**src/rtl/edge_pack_pkg.sv**
```systemverilog
// Shared types and constants for the edge-stream packing stage.
package edge_pack_pkg;

    localparam int unsigned EDGE_CNT_W = 19;

    typedef struct packed {
        logic [7:0] data;
        logic       sof;
        logic       eol;
        logic       eof;
    } pack_word_t;

endpackage

```
**src/rtl/sync_fifo.sv**
```systemverilog
// First-word-fall-through synchronous FIFO with full/empty flags.
module sync_fifo #(
    parameter type         data_t = logic [7:0],
    parameter int unsigned Depth  = 16
) (
    input  logic  clk,
    input  logic  rstN,
    input  logic  wr_en,
    input  data_t wr_data,
    input  logic  rd_en,
    output data_t rd_data,
    output logic  full,
    output logic  empty
);

    localparam int unsigned AddrW = $clog2(Depth);

    data_t            mem_q [Depth];
    logic [AddrW:0]   wr_ptr_q, wr_ptr_d;
    logic [AddrW:0]   rd_ptr_q, rd_ptr_d;
    logic             do_wr, do_rd;

    always_comb begin
        empty = (wr_ptr_q == rd_ptr_q);
        full  = (wr_ptr_q[AddrW] != rd_ptr_q[AddrW]) &&
                (wr_ptr_q[AddrW-1:0] == rd_ptr_q[AddrW-1:0]);
        do_rd = rd_en && !empty;
        // A read frees the slot in the same cycle, so a full FIFO still accepts.
        do_wr = wr_en && (!full || do_rd);
        wr_ptr_d = wr_ptr_q;
        rd_ptr_d = rd_ptr_q;
        if (do_wr) begin
            wr_ptr_d = wr_ptr_q + (AddrW+1)'(1);
        end
        if (do_rd) begin
            rd_ptr_d = rd_ptr_q + (AddrW+1)'(1);
        end
        rd_data = mem_q[rd_ptr_q[AddrW-1:0]];
    end

    always_ff @(posedge clk) begin
        if (!rstN) begin
            wr_ptr_q <= '0;
            rd_ptr_q <= '0;
        end else begin
            wr_ptr_q <= wr_ptr_d;
            rd_ptr_q <= rd_ptr_d;
        end
    end

    always_ff @(posedge clk) begin
        if (do_wr) begin
            mem_q[wr_ptr_q[AddrW-1:0]] <= wr_data;
        end
    end

endmodule

```
**src/rtl/edge_stream_packer.sv**
```systemverilog
// Packs 1-bit edge decisions MSB-first into tagged bytes behind a FWFT FIFO,
// with per-frame edge counting and a sticky drop flag.
module edge_stream_packer
    import edge_pack_pkg::*;
#(
    parameter int unsigned IMG_WIDTH  = 504,
    parameter int unsigned IMG_HEIGHT = 504,
    parameter int unsigned FIFO_DEPTH = 16
) (
    input  logic                  clk,
    input  logic                  rstN,
    input  logic [7:0]            edge_in,
    input  logic                  edge_in_valid,
    output logic [7:0]            pack_data,
    output logic                  pack_sof,
    output logic                  pack_eol,
    output logic                  pack_eof,
    output logic                  pack_valid,
    input  logic                  pack_ready,
    output logic                  frame_done,
    output logic [EDGE_CNT_W-1:0] frame_edge_count,
    output logic                  overflow
);

    localparam int unsigned ColW = (IMG_WIDTH > 1) ? $clog2(IMG_WIDTH) : 1;
    localparam int unsigned RowW = (IMG_HEIGHT > 1) ? $clog2(IMG_HEIGHT) : 1;

    logic [ColW-1:0]       col_q, col_d;
    logic [RowW-1:0]       row_q, row_d;
    logic [2:0]            bit_cnt_q, bit_cnt_d;
    logic [6:0]            shift_q, shift_d;
    logic                  sof_pend_q, sof_pend_d;
    logic [EDGE_CNT_W-1:0] run_q, run_d;
    logic [EDGE_CNT_W-1:0] frame_cnt_q, frame_cnt_d;
    logic                  frame_done_q, frame_done_d;
    logic                  overflow_q, overflow_d;

    logic                  pix_bit, last_col, last_row, emit;
    logic [7:0]            shifted;
    pack_word_t            wr_word, head_word;
    logic                  fifo_full, fifo_empty, rd_en;

    always_comb begin
        pix_bit  = |edge_in;
        last_col = (col_q == ColW'(IMG_WIDTH - 1));
        last_row = (row_q == RowW'(IMG_HEIGHT - 1));
        emit     = edge_in_valid && ((bit_cnt_q == 3'd7) || last_col);
        shifted  = {shift_q, pix_bit};

        // Left-justify so a short end-of-row byte is zero-padded in the LSBs.
        wr_word.data = shifted << (3'd7 - bit_cnt_q);
        wr_word.sof  = sof_pend_q;
        wr_word.eol  = last_col;
        wr_word.eof  = last_col && last_row;

        col_d        = col_q;
        row_d        = row_q;
        bit_cnt_d    = bit_cnt_q;
        shift_d      = shift_q;
        sof_pend_d   = sof_pend_q;
        run_d        = run_q;
        frame_cnt_d  = frame_cnt_q;
        frame_done_d = 1'b0;
        overflow_d   = overflow_q;

        if (edge_in_valid) begin
            if (last_col) begin
                col_d = '0;
                row_d = last_row ? '0 : row_q + RowW'(1);
            end else begin
                col_d = col_q + ColW'(1);
            end

            if (emit) begin
                bit_cnt_d  = '0;
                shift_d    = '0;
                sof_pend_d = last_col && last_row;
            end else begin
                bit_cnt_d = bit_cnt_q + 3'd1;
                shift_d   = shifted[6:0];
            end

            if (last_col && last_row) begin
                frame_cnt_d  = run_q + EDGE_CNT_W'(pix_bit);
                run_d        = '0;
                frame_done_d = 1'b1;
            end else begin
                run_d = run_q + EDGE_CNT_W'(pix_bit);
            end
        end

        if (emit && fifo_full && !rd_en) begin
            overflow_d = 1'b1;
        end
    end

    always_ff @(posedge clk) begin
        if (!rstN) begin
            col_q        <= '0;
            row_q        <= '0;
            bit_cnt_q    <= '0;
            shift_q      <= '0;
            sof_pend_q   <= 1'b1;
            run_q        <= '0;
            frame_cnt_q  <= '0;
            frame_done_q <= 1'b0;
            overflow_q   <= 1'b0;
        end else begin
            col_q        <= col_d;
            row_q        <= row_d;
            bit_cnt_q    <= bit_cnt_d;
            shift_q      <= shift_d;
            sof_pend_q   <= sof_pend_d;
            run_q        <= run_d;
            frame_cnt_q  <= frame_cnt_d;
            frame_done_q <= frame_done_d;
            overflow_q   <= overflow_d;
        end
    end

    sync_fifo #(
        .data_t (pack_word_t),
        .Depth  (FIFO_DEPTH)
    ) u_fifo (
        .clk     (clk),
        .rstN    (rstN),
        .wr_en   (emit),
        .wr_data (wr_word),
        .rd_en   (rd_en),
        .rd_data (head_word),
        .full    (fifo_full),
        .empty   (fifo_empty)
    );

    // Outputs are masked while empty so stale storage never shows through.
    always_comb begin
        pack_valid = !fifo_empty;
        rd_en      = pack_valid && pack_ready;
        pack_data  = pack_valid ? head_word.data : 8'h00;
        pack_sof   = pack_valid && head_word.sof;
        pack_eol   = pack_valid && head_word.eol;
        pack_eof   = pack_valid && head_word.eof;
    end

    assign frame_done       = frame_done_q;
    assign frame_edge_count = frame_cnt_q;
    assign overflow         = overflow_q;

endmodule

```
**config.mk**
```make
export PLATFORM = sky130hd
export DESIGN_NAME = edge_stream_packer
export DESIGN_NICKNAME = d
export VERILOG_FILES = /design/src/rtl/edge_pack_pkg.sv /design/src/rtl/sync_fifo.sv /design/src/rtl/edge_stream_packer.sv
export SDC_FILE = /design/constraint.sdc
export NUM_CORES = 1
export LEC_CHECK = 0
export CAP_MARGIN = 15
export CORE_ASPECT_RATIO = 0.9
export CORE_UTILIZATION = 50
export DETAILED_ROUTE_END_ITERATION = 16
export PLACE_DENSITY_LB_ADDON = 0.15
export REMOVE_ABC_BUFFERS = 1
export SYNTH_ARGS = -nofsm -noshare
export SYNTH_HDL_FRONTEND = slang
export SYNTH_HIERARCHICAL = 1
export SYNTH_SLANG_ARGS = --single-unit
export TNS_END_PERCENT = 10
```
**constraint.sdc**
```tcl
create_clock -name clk -period 5.75 [get_ports clk]
set_input_delay 1.15 -clock clk [delete_from_list [all_inputs] [get_ports clk]]
set_output_delay 1.15 -clock clk [all_outputs]
set_load 0.02 [all_outputs]
```
==> impl_metrics.py <==
metrics = {
    "sta": {
        "slew_headroom": 0.264,
        "rsz0062_at_grt": "false",
        "min_period_ns": 4.51,
        "tns_ns": 0,
        "max_freq_mhz": 222,
        "setup_viol": 0,
        "min_period_over_period": 0.784,
        "drv_slew": 0,
        "worst_slack_ns": 1.24,
        "tightest_slew_ns": 1.10,
        "hold_violations": 0,
        "clock_skew_ns": 0.00848,
    },
    "power": {
        "power_density_nw_per_um2": 299,
        "p_leak_nw": 4.10,
        "peakVddDrop_uv": 221,
    },
    "synth": {
        "synth.cell_area_um2": 11200,
        "yosysTopAreaCell": "edfxtp_1",
        "synth_edf_count": 176,
        "synth_flop_cell": "edfxtp_1",
        "avgSynthCellArea_um2": 14.9,
        "yosysWarningCount": 6,
        "synth.distinct_cells": 62,
        "synth.area.top_cells": "edfxtp_1, dfxtp_1, mux4_1",
        "synthMostInstantiatedCell": "edfxtp_1",
        "yosys-top-cells-count": "edfxtp_1, dfxtp_1, mux4_1",
        "synthArstFlopShare": 0,
        "synth-seq-area-share": 0.619,
        "syn_inst": 752,
        "synth_seq_cells": 259,
        "synth_top_cell_area_share": 0.471,
    },
    "clock_network": {
        "clk_pin_slew_ns": 0.06,
        "post_cts_resized": 0,
        "post-cts-setup-buffers": 0,
        "hold_buffers": 0,
        "root_buffer": "clkbuf_16",
        "cts_tree": "yes",
        "htree_levels": 1,
        "cts_buffers": 26,
        "cts.sinks": 259,
        "worstSkewPairLatency_ns": 0.53,
        "max-clock-path-buffers": 3,
    },
    "placed_design": {
        "placed_area_um2": 11900,
        "dp_worst_setup_slack_ns": 1.74,
        "io_buffers": 44,
        "hpwlAfterDp_um": 14500,
        "gp_congestion": 0.843,
    },
    "route": {
        "drtIter0Drc": 470,
        "vias": 6659,
        "post-route-drc-count": 0,
        "dr.pass1.iters": 5,
        "ant_nets": 0,
        "via_per_inst": 6.04,
        "wl_per_cell_um": 22.1,
        "routed_wl_um": 24400,
    },
    "finish": {
        "antenna_cells": 0,
        "area_growth_pct": 14.3,
        "drive_gt1_frac": 0.115,
        "final_cell_area_um2": 12800,
        "postLayoutCoreUtil": 0.588,
        "nNetsFinal": 815,
        "fillers": 1728,
    },
    "worst_setup_path": {
        "r2r_start": "bit_cnt_q[0]",
        "crit_chain": "buf_4, mux4_1, mux4_2, nor2b_1, clkdlybuf4s50_1",
        "cpPeakStageDelay_ns": 0.65,
        "arrival_ns": 3.36,
        "cp-end-kind": "output port",
        "crit_slowest_cell": "mux4_1",
        "path_max_fanout": 22,
        "crit_required_ns": 4.60,
        "cp-start-kind": "flip-flop",
        "path_class": "reg2out",
    },
    "global_route": {
        "antenna_found_initial": 0,
        "first_global_vias": 6468,
        "grt_usage": 0.214,
        "grt_pass1_wl_um": 37600,
        "grt-ovfl-total": 0,
        "grt_max_degree": 45,
    },
    "hold_path": {
        "hp-start": "shift_q[6]",
        "min-delay-path-class": "reg2reg",
    },
    "die": {
        "fp.dieH_um": 144,
        "fp.dieW_um": 160,
        "dieArea_um2": 23000,
        "row_count": 51,
        "coreArea_um2": 21800,
        "start_util": 0.514,
        "ios": 45,
    },
    "job": {
        "drv_cap": 0,
    },
    "run_status": {
        "status": "finished clean",
    },
}
## power by group
part           internal [W]  leakage (nW)   total, W  switching (W)
logic             0.0000246          1.38  0.0000676      0.0000430
registers           0.00198          2.28    0.00199     0.00000988
clock network       0.00109         0.444    0.00178       0.000689
## final cells by class
class	instances	area [µm²]	share of cell area
timing repair buffer	60	561	0.0437
clock buffer	37	752	0.0586
sequential	259	6950	0.542
clock inverter	11	166	0.0130
inverter	6	22.5	0.00176
tap	291	364	0.0284
multi-input combinational	439	4010	0.313
## layout by cell type (no fill, tap or decap), types with 17 or more instances in the layout
master and n:
edfxtp_1 176, dfxtp_1 82, clkdlybuf4s50_1 44, mux4_1 41, nand2_1 38, nor2_1 35
a21oi_1 32, xnor2_1 27, clkbuf_16 26, nand3_1 24, nor2b_1 20, a211oi_1 19
mux4_2 17
## registers in the layout (all words and copies together) (netlist names), named ones only
name and cells:
frame_done 1, overflow 1, u_fifo/wr_ptr_q 5, sof_pend_q 1, bit_cnt_q 3, row_q 9, u_fifo/mem_q 176, u_fifo/rd_ptr_q 5
col_q 9, frame_edge_count 19, run_q 19, shift_q 7
## per-stage QoR
step | total power [W] | hold slack [ns] | instances
after global placement | 0.00210 | 0.456 | 1055
final | 0.00384 | 0.477 | 1103
after CTS | 0.00387 | 0.478 | 1103
after detailed placement | 0.00210 | 0.463 | 1055
after global routing | 0.00395 | 0.501 | 1103
after floorplan | 0.00207 | 0.437 | 704
## cells by family (layout without fill, tap and decap cells)
group,after synthesis,after routing,synth area share
and+or+nand+nor,212,212,0.106
adders and majority gates,11,11,0.0123
xor gates and xnor gates,40,40,0.0312
buffers and inverters,54,114,0.0241
AOI/OAI and AO/OA,111,111,0.0703
muxes,65,65,0.137
DFF,259,259,0.619
## path summary, 6_finish.rpt
path	to	slack, ns	cells after the start
max	pack_data[0]	1.24	5
min reg2reg	shift_q[6]	0.48	1
max reg2reg	u_fifo/mem_q[12][5]	2.54	7
min	shift_q[6]	0.48	1
## layer usage
metal	wire length, µm	vias up	track usage
li1	-	3064	-
met1	11100	3383	0.301
met2	11500	179	0.355
met3	1190	33	0.0275
met4	512	0	0.0581
met5	0	-	0
## worst max-delay path: cells and delay by family, from the launching register on
family | cells | cell delay (ns)
buffers and inverters | 2 | 0.97
flip-flops | 1 | 0.52
multiplexers | 2 | 1.17
AND/OR/NAND/NOR | 1 | 0.15
Power figures use the tool's default switching activity.
